$ cat src/rtl/display_7_seg_mux_pkg.sv
// Shared constants for the multiplexed 7-segment driver: blank pattern,
// digit-count limit and the active-low hex font ([6:0] = g..a).
package display_pkg;

  localparam int         MAX_DIGITS = 16;
  localparam logic [7:0] SEG_BLANK  = 8'hFF;

  // Index 15 is listed first, so HEX_FONT[v] selects the glyph for v.
  localparam logic [15:0][6:0] HEX_FONT = {
    7'h0E, 7'h06, 7'h21, 7'h46, 7'h03, 7'h08, 7'h10, 7'h00,
    7'h78, 7'h02, 7'h12, 7'h19, 7'h30, 7'h24, 7'h79, 7'h40
  };

endpackage

$ cat src/rtl/seg_font_lut.sv
// Combinational hex-nibble to active-low 7-segment glyph lookup.
module seg_font_lut
  import display_pkg::*;
(
  input  logic [3:0] value,
  output logic [6:0] seg_n
);

  assign seg_n = HEX_FONT[value];

endmodule

$ cat src/rtl/display_7_seg_mux.sv
// Time-multiplexed common-anode 7-segment driver with frame snapshot,
// blanking and leading-zero suppression. Define DISPLAY_BRIGHTNESS_PWM_EN
// to add the 4-bit brightness input that gates the anode within each slot.
module display_7_seg_mux
  import display_pkg::*;
#(
  parameter int N_DIGITS = 8,
  parameter int TICK_DIV = 50000
) (
  input  logic                  CLK,
  input  logic                  RST,
  input  logic [4*N_DIGITS-1:0] digits_in,
  input  logic [N_DIGITS-1:0]   dp_in,
  input  logic [N_DIGITS-1:0]   blank_in,
  input  logic                  lzb,
`ifdef DISPLAY_BRIGHTNESS_PWM_EN
  input  logic [3:0]            brightness,
`endif
  output logic [7:0]            SEG,
  output logic [N_DIGITS-1:0]   DIGIT,
  output logic                  frame_tick
);

  localparam int SUB_DIV = TICK_DIV / 16;
  localparam int SUB_W   = (SUB_DIV > 1) ? $clog2(SUB_DIV) : 1;
  localparam int POSN_W  = (N_DIGITS > 1) ? $clog2(N_DIGITS) : 1;
  localparam logic [SUB_W-1:0]  SUB_MAX  = SUB_W'(SUB_DIV - 1);
  localparam logic [POSN_W-1:0] POSN_MAX = POSN_W'(N_DIGITS - 1);

  if (N_DIGITS < 1 || N_DIGITS > MAX_DIGITS || TICK_DIV < 16 || (TICK_DIV % 16) != 0) begin : g_bad_param
    $error("display_7_seg_mux: illegal N_DIGITS or TICK_DIV");
  end

  logic [SUB_W-1:0]      sub_pre;
  logic [3:0]            phase;
  logic [POSN_W-1:0]     posn;
  logic                  load_pending;
  logic [4*N_DIGITS-1:0] snap_digits;
  logic [N_DIGITS-1:0]   snap_dp;
  logic [N_DIGITS-1:0]   snap_blank;
  logic                  snap_lzb;
  logic                  pwm_on;

`ifdef DISPLAY_BRIGHTNESS_PWM_EN
  logic [3:0] snap_bright;
  assign pwm_on = (phase <= snap_bright);
`else
  assign pwm_on = 1'b1;
`endif

  logic sub_wrap, frame_wrap, slot_start;
  assign sub_wrap   = (sub_pre == SUB_MAX);
  assign frame_wrap = sub_wrap && (phase == 4'hF) && (posn == POSN_MAX);
  assign slot_start = (sub_pre == '0) && (phase == 4'h0);

  // A digit is suppressed while it and every digit above it are zero with
  // no decimal point; digit 0 always stays lit.
  logic [N_DIGITS-1:0] lz_sup;
  always_comb begin
    logic run;
    // NOTE: every combinational output gets a default before the loop so no
    // path leaves it unassigned (which would infer a latch).
    run    = 1'b1;
    lz_sup = '0;
    for (int k = N_DIGITS - 1; k >= 0; k--) begin
      run       = run & (snap_digits[4*k +: 4] == 4'h0) & ~snap_dp[k];
      lz_sup[k] = (k != 0) && run && snap_lzb;
    end
  end

  logic [3:0]          cur_nib;
  logic [6:0]          font_seg;
  logic                dark;
  logic [N_DIGITS-1:0] anode_sel;

  assign cur_nib   = snap_digits[{posn, 2'b00} +: 4];
  assign dark      = snap_blank[posn] | lz_sup[posn];
  assign anode_sel = N_DIGITS'(1) << posn;

  seg_font_lut u_font (
    .value (cur_nib),
    .seg_n (font_seg)
  );

  always_ff @(posedge CLK) begin
    // NOTE: sequential state uses non-blocking assignments so every register
    // samples the pre-edge values of the others.
    if (RST) begin
      sub_pre      <= '0;
      phase        <= '0;
      posn         <= '0;
      load_pending <= 1'b1;
      // NOTE: the snapshot is a handful of flops, not a memory, so it is
      // cleared with everything else.
      snap_digits  <= '0;
      snap_dp      <= '0;
      snap_blank   <= '0;
      snap_lzb     <= 1'b0;
`ifdef DISPLAY_BRIGHTNESS_PWM_EN
      snap_bright  <= '0;
`endif
      SEG          <= SEG_BLANK;
      DIGIT        <= '1;
      frame_tick   <= 1'b0;
    end else begin
      load_pending <= 1'b0;
      frame_tick   <= frame_wrap;

      if (sub_wrap) begin
        sub_pre <= '0;
        phase   <= phase + 4'd1;
        if (phase == 4'hF)
          posn <= (posn == POSN_MAX) ? '0 : posn + 1'b1;
      end else begin
        sub_pre <= sub_pre + 1'b1;
      end

      if (load_pending || frame_wrap) begin
        snap_digits <= digits_in;
        snap_dp     <= dp_in;
        snap_blank  <= blank_in;
        snap_lzb    <= lzb;
`ifdef DISPLAY_BRIGHTNESS_PWM_EN
        snap_bright <= brightness;
`endif
      end

      // First cycle of each slot keeps all anodes off to avoid ghosting.
      DIGIT <= (slot_start || dark || !pwm_on) ? '1 : ~anode_sel;
      SEG   <= (load_pending || dark) ? SEG_BLANK : {~snap_dp[posn], font_seg};
    end
  end

endmodule

$ cat config.mk
export PLATFORM = sky130hd
export DESIGN_NAME = display_7_seg_mux
export DESIGN_NICKNAME = d
export VERILOG_FILES = /design/src/rtl/display_7_seg_mux_pkg.sv /design/src/rtl/seg_font_lut.sv /design/src/rtl/display_7_seg_mux.sv
export SDC_FILE = /design/constraint.sdc
export NUM_CORES = 1
export LEC_CHECK = 0
export ABC_AREA = 1
export CAP_MARGIN = 20
export CORE_MARGIN = 2
export CORE_UTILIZATION = 37
export CTS_BUF_LIST = sky130_fd_sc_hd__clkbuf_8
export DETAILED_ROUTE_END_ITERATION = 8
export PLACE_DENSITY = 0.7
export SLEW_MARGIN = 40
export SYNTH_ARGS = -nofsm -noshare
export SYNTH_HDL_FRONTEND = slang
export SYNTH_SLANG_ARGS = --single-unit
$ cat constraint.sdc
create_clock -name CLK -period 1.7 [get_ports CLK]
set_input_delay 0.34 -clock CLK [delete_from_list [all_inputs] [get_ports CLK]]
set_output_delay 0.34 -clock CLK [all_outputs]
set_load 0.005 [all_outputs]
==> qor.yml <==
required_ps: 1950
cts_root_buffer: "clkbuf_8"
post-dp-hpwl_mm: 8.19
synth_simple_gate_area_share_pct: 35.9
p_leak_uw: 0.00300
hold_class: "flop to flop"
grt_use_total_pct: 17.4
cts_tree: "yes"
rsz0062_at_grt: "true"
max_freq_ghz: 0.599
drive_gt1_share_pct: 22.2
clockBufferDepth: 2
ys_seq_area_share_pct: 37.3
clkTransAtPathRegs_ps: 80
critPathMaxStageDelay_ps: 330
cts.sinks: 86
io_buffers: 67
viasPerCell: 4.79
final_common_cell: "nand2_1"
drt_iter0_markers: 360
drt-total-wl_mm: 12.2
cts_hold_buf: 0
antennaDiodeCount: 0
crit_fanout: 7
dieArea_sq_um: 13400
status: "finished, final reports clean"
powerDensity_nw_per_um2: 647
yosys.cell_types.count: 32
synth_area_per_cell_sq_um: 6.61
syn_nets: 765
yosysWarnings: 0
final.setup.tns_ps: 0
maxCapViolCount: 0
report.final.hold_viol_count: 0
synth_compound_gate_area_share_pct: 11.2
die_height_um: 116
synth_top_family_by_area: "simple AND/OR/NAND/NOR gates"
fin_skew_ps: 9.13
crit_type: "flop to flop"
synth_xor_xnor_area_share_pct: 0.569
end_kind: "flop"
slowest_stage: "dfxtp_2"
power.total_uw: 4280
antenna_found_initial: 0
tightest_slew_ps: 439
cts_buffers: 9
postRouteAntennaNets: 0
crit_buf_inv: 3
cp.arrival_ps: 1920
ir_drop_mv: 0.318
fin_crit_sh_pct: 98.3
yosys.area_share.adder_pct: 4.34
startpoint_type: "flop"
final_nets: 870
ios: 68
grt_start_max_net_pins: 58
synth_cells: 698
insertion_delay_ps: 350
vias: 4663
maxSlewHeadroom_pct: 70.8
min_period_ps: 1670
crit_path_cell_trace: "inv_2 -> ha_4 -> nand3_2 -> nor3_2 -> and2_4 -> nand3_4 -> buf_12 -> buf_12 -> a21oi_1 -> nor2_1"
dpl_worst_slack_ps: -63.9
finalMaxSlewViolations: 0
place.gp.congestion: 0.895
layout_common_cells: "158 x nand2_1, 85 x nor2_1, 82 x dfxtp_1, 78 x nand3_1, 74 x inv_1"
drc: 0
wl_per_cell_um: 12.6
drt_first_pass_iters: 5
crit_top_cell: "buf_12"
syn2layout_area_growth_pct: 43.1
initial_core_util_pct: 38.1
die_w_um: 116
htree_levels: 3
fin_ws_ps: 29.6
path_delay_family: "simple AND/OR/NAND/NOR gates"
core_area_sq_um: 12100
grt_pass1_wl_mm: 18.7
rows: 40
finalSetupViolCount: 0
grt-ovfl-total: 0
synth_seq_cells: 86
synth_area_sq_um: 4620
grt_pass1_vias: 4058
synth_mux_area_share_pct: 0
[cell type report]
class	count	area [sq um]
Timing Repair Buffer	133	1420
Fill cell	1193	5500
Inverter	82	323
Clock inverter	3	38.8
Sequential cell	86	1730
Multi-Input combinational cell	491	2750
Clock buffer	10	138
Tap cell	168	210
[repair_timing]
action                                  in CTS  in global routing
endpoints found under the setup margin      10                 67
buffers inserted                             0                  5
pin swaps                                    0                 28
gates resized for setup                      4                 95
cloned                                       0                 10
[cell families after synthesis]
group,count (synthesis)
flops,86
xor+xnor,3
buf+inv,121
compound gates,86
simple gates,386
fa+ha+maj,16
[synthesized netlist by cell type]
cell      number  area share (%)
nand2_1      170              14
nand3_1      106              11
nor2_1        87             7.1
dfxtp_1       86              37
inv_1         79             6.4
a21oi_1       45             4.9
a21oi_2       20             3.8
o21ai_0       17             1.8
ha_1          16             4.3
buf_1         12            0.98
buf_2         12             1.3
clkbuf_1      11            0.89
nand4_1        5            0.68
nor3b_1        4            0.65
buf_6          3            0.73
nor3_1         3            0.33
or2_2          3            0.41
xor2_1         3            0.57
inv_2          2            0.16
nor4_1         2            0.27
a211oi_1       1            0.16
and2_1         1            0.14
and3_1         1            0.14
buf_4          1            0.16
clkinv_1       1           0.081
nand3_4        1            0.38
nand3b_1       1            0.16
nor2_2         1            0.14
nor3_2         1            0.22
o21a_1         1            0.16
o21ai_2        1            0.19
o31ai_1        1            0.16
[worst reg2reg max path, stage by stage, from the launching register on]
cell     delay (ps)
dfxtp_2         330
inv_2            60
ha_4            130
nand3_2          60
nor3_2          150
and2_4          180
nand3_4          90
buf_12          170
buf_12          140
a21oi_1         180
nor2_1           70
[routing by layer]
metal	GRT usage [%]	wire, um	share of wire, %	vias to the layer above
met5	0	0	0	-
met4	5.95	138	1.1	0
met3	3.19	706	5.8	9
met2	26.4	5660	46	125
met1	24.8	5730	47	2101
li1	-	-	-	2428
[worst paths after layout]
kind	end	startpoint	depth (start not counted)	slack, ps
setup / recovery	snap_digits[31]$_SDFFE_PP0P_	sub_pre[1]$_SDFF_PP0_	10	30
hold / removal	sub_pre[0]$_SDFF_PP0_	sub_pre[0]$_SDFF_PP0_	2	520
setup reg to reg	snap_digits[31]$_SDFFE_PP0P_	sub_pre[1]$_SDFF_PP0_	10	30
hold reg to reg	sub_pre[0]$_SDFF_PP0_	sub_pre[0]$_SDFF_PP0_	2	520
[report_power, final]
group	switching (uW)	internal [uW]	leakage (uW)
combinational	397	360	0.00219
clock	684	688	0.0000953
sequential	36.0	2110	0.000711
[state kept, by name (all words and copies together) (netlist names)]
register,cells
DIGIT,8
snap_dp,8
snap_lzb,1
SEG,8
phase,4
snap_blank,8
frame_tick,1
snap_digits,32
posn,3
sub_pre,12
load_pending,1
[metrics by stage]
step	hold slack [ps]	area (sq um)	utilization, %	cells
after floorplan	368	4660	-	698
after global placement	493	5770	47.6	945
after detailed placement	506	5770	47.6	945
after CTS	521	5950	49.1	958
after global routing	550	6610	54.6	973
final	520	6610	54.6	973
Power figures use the tool's default switching activity.
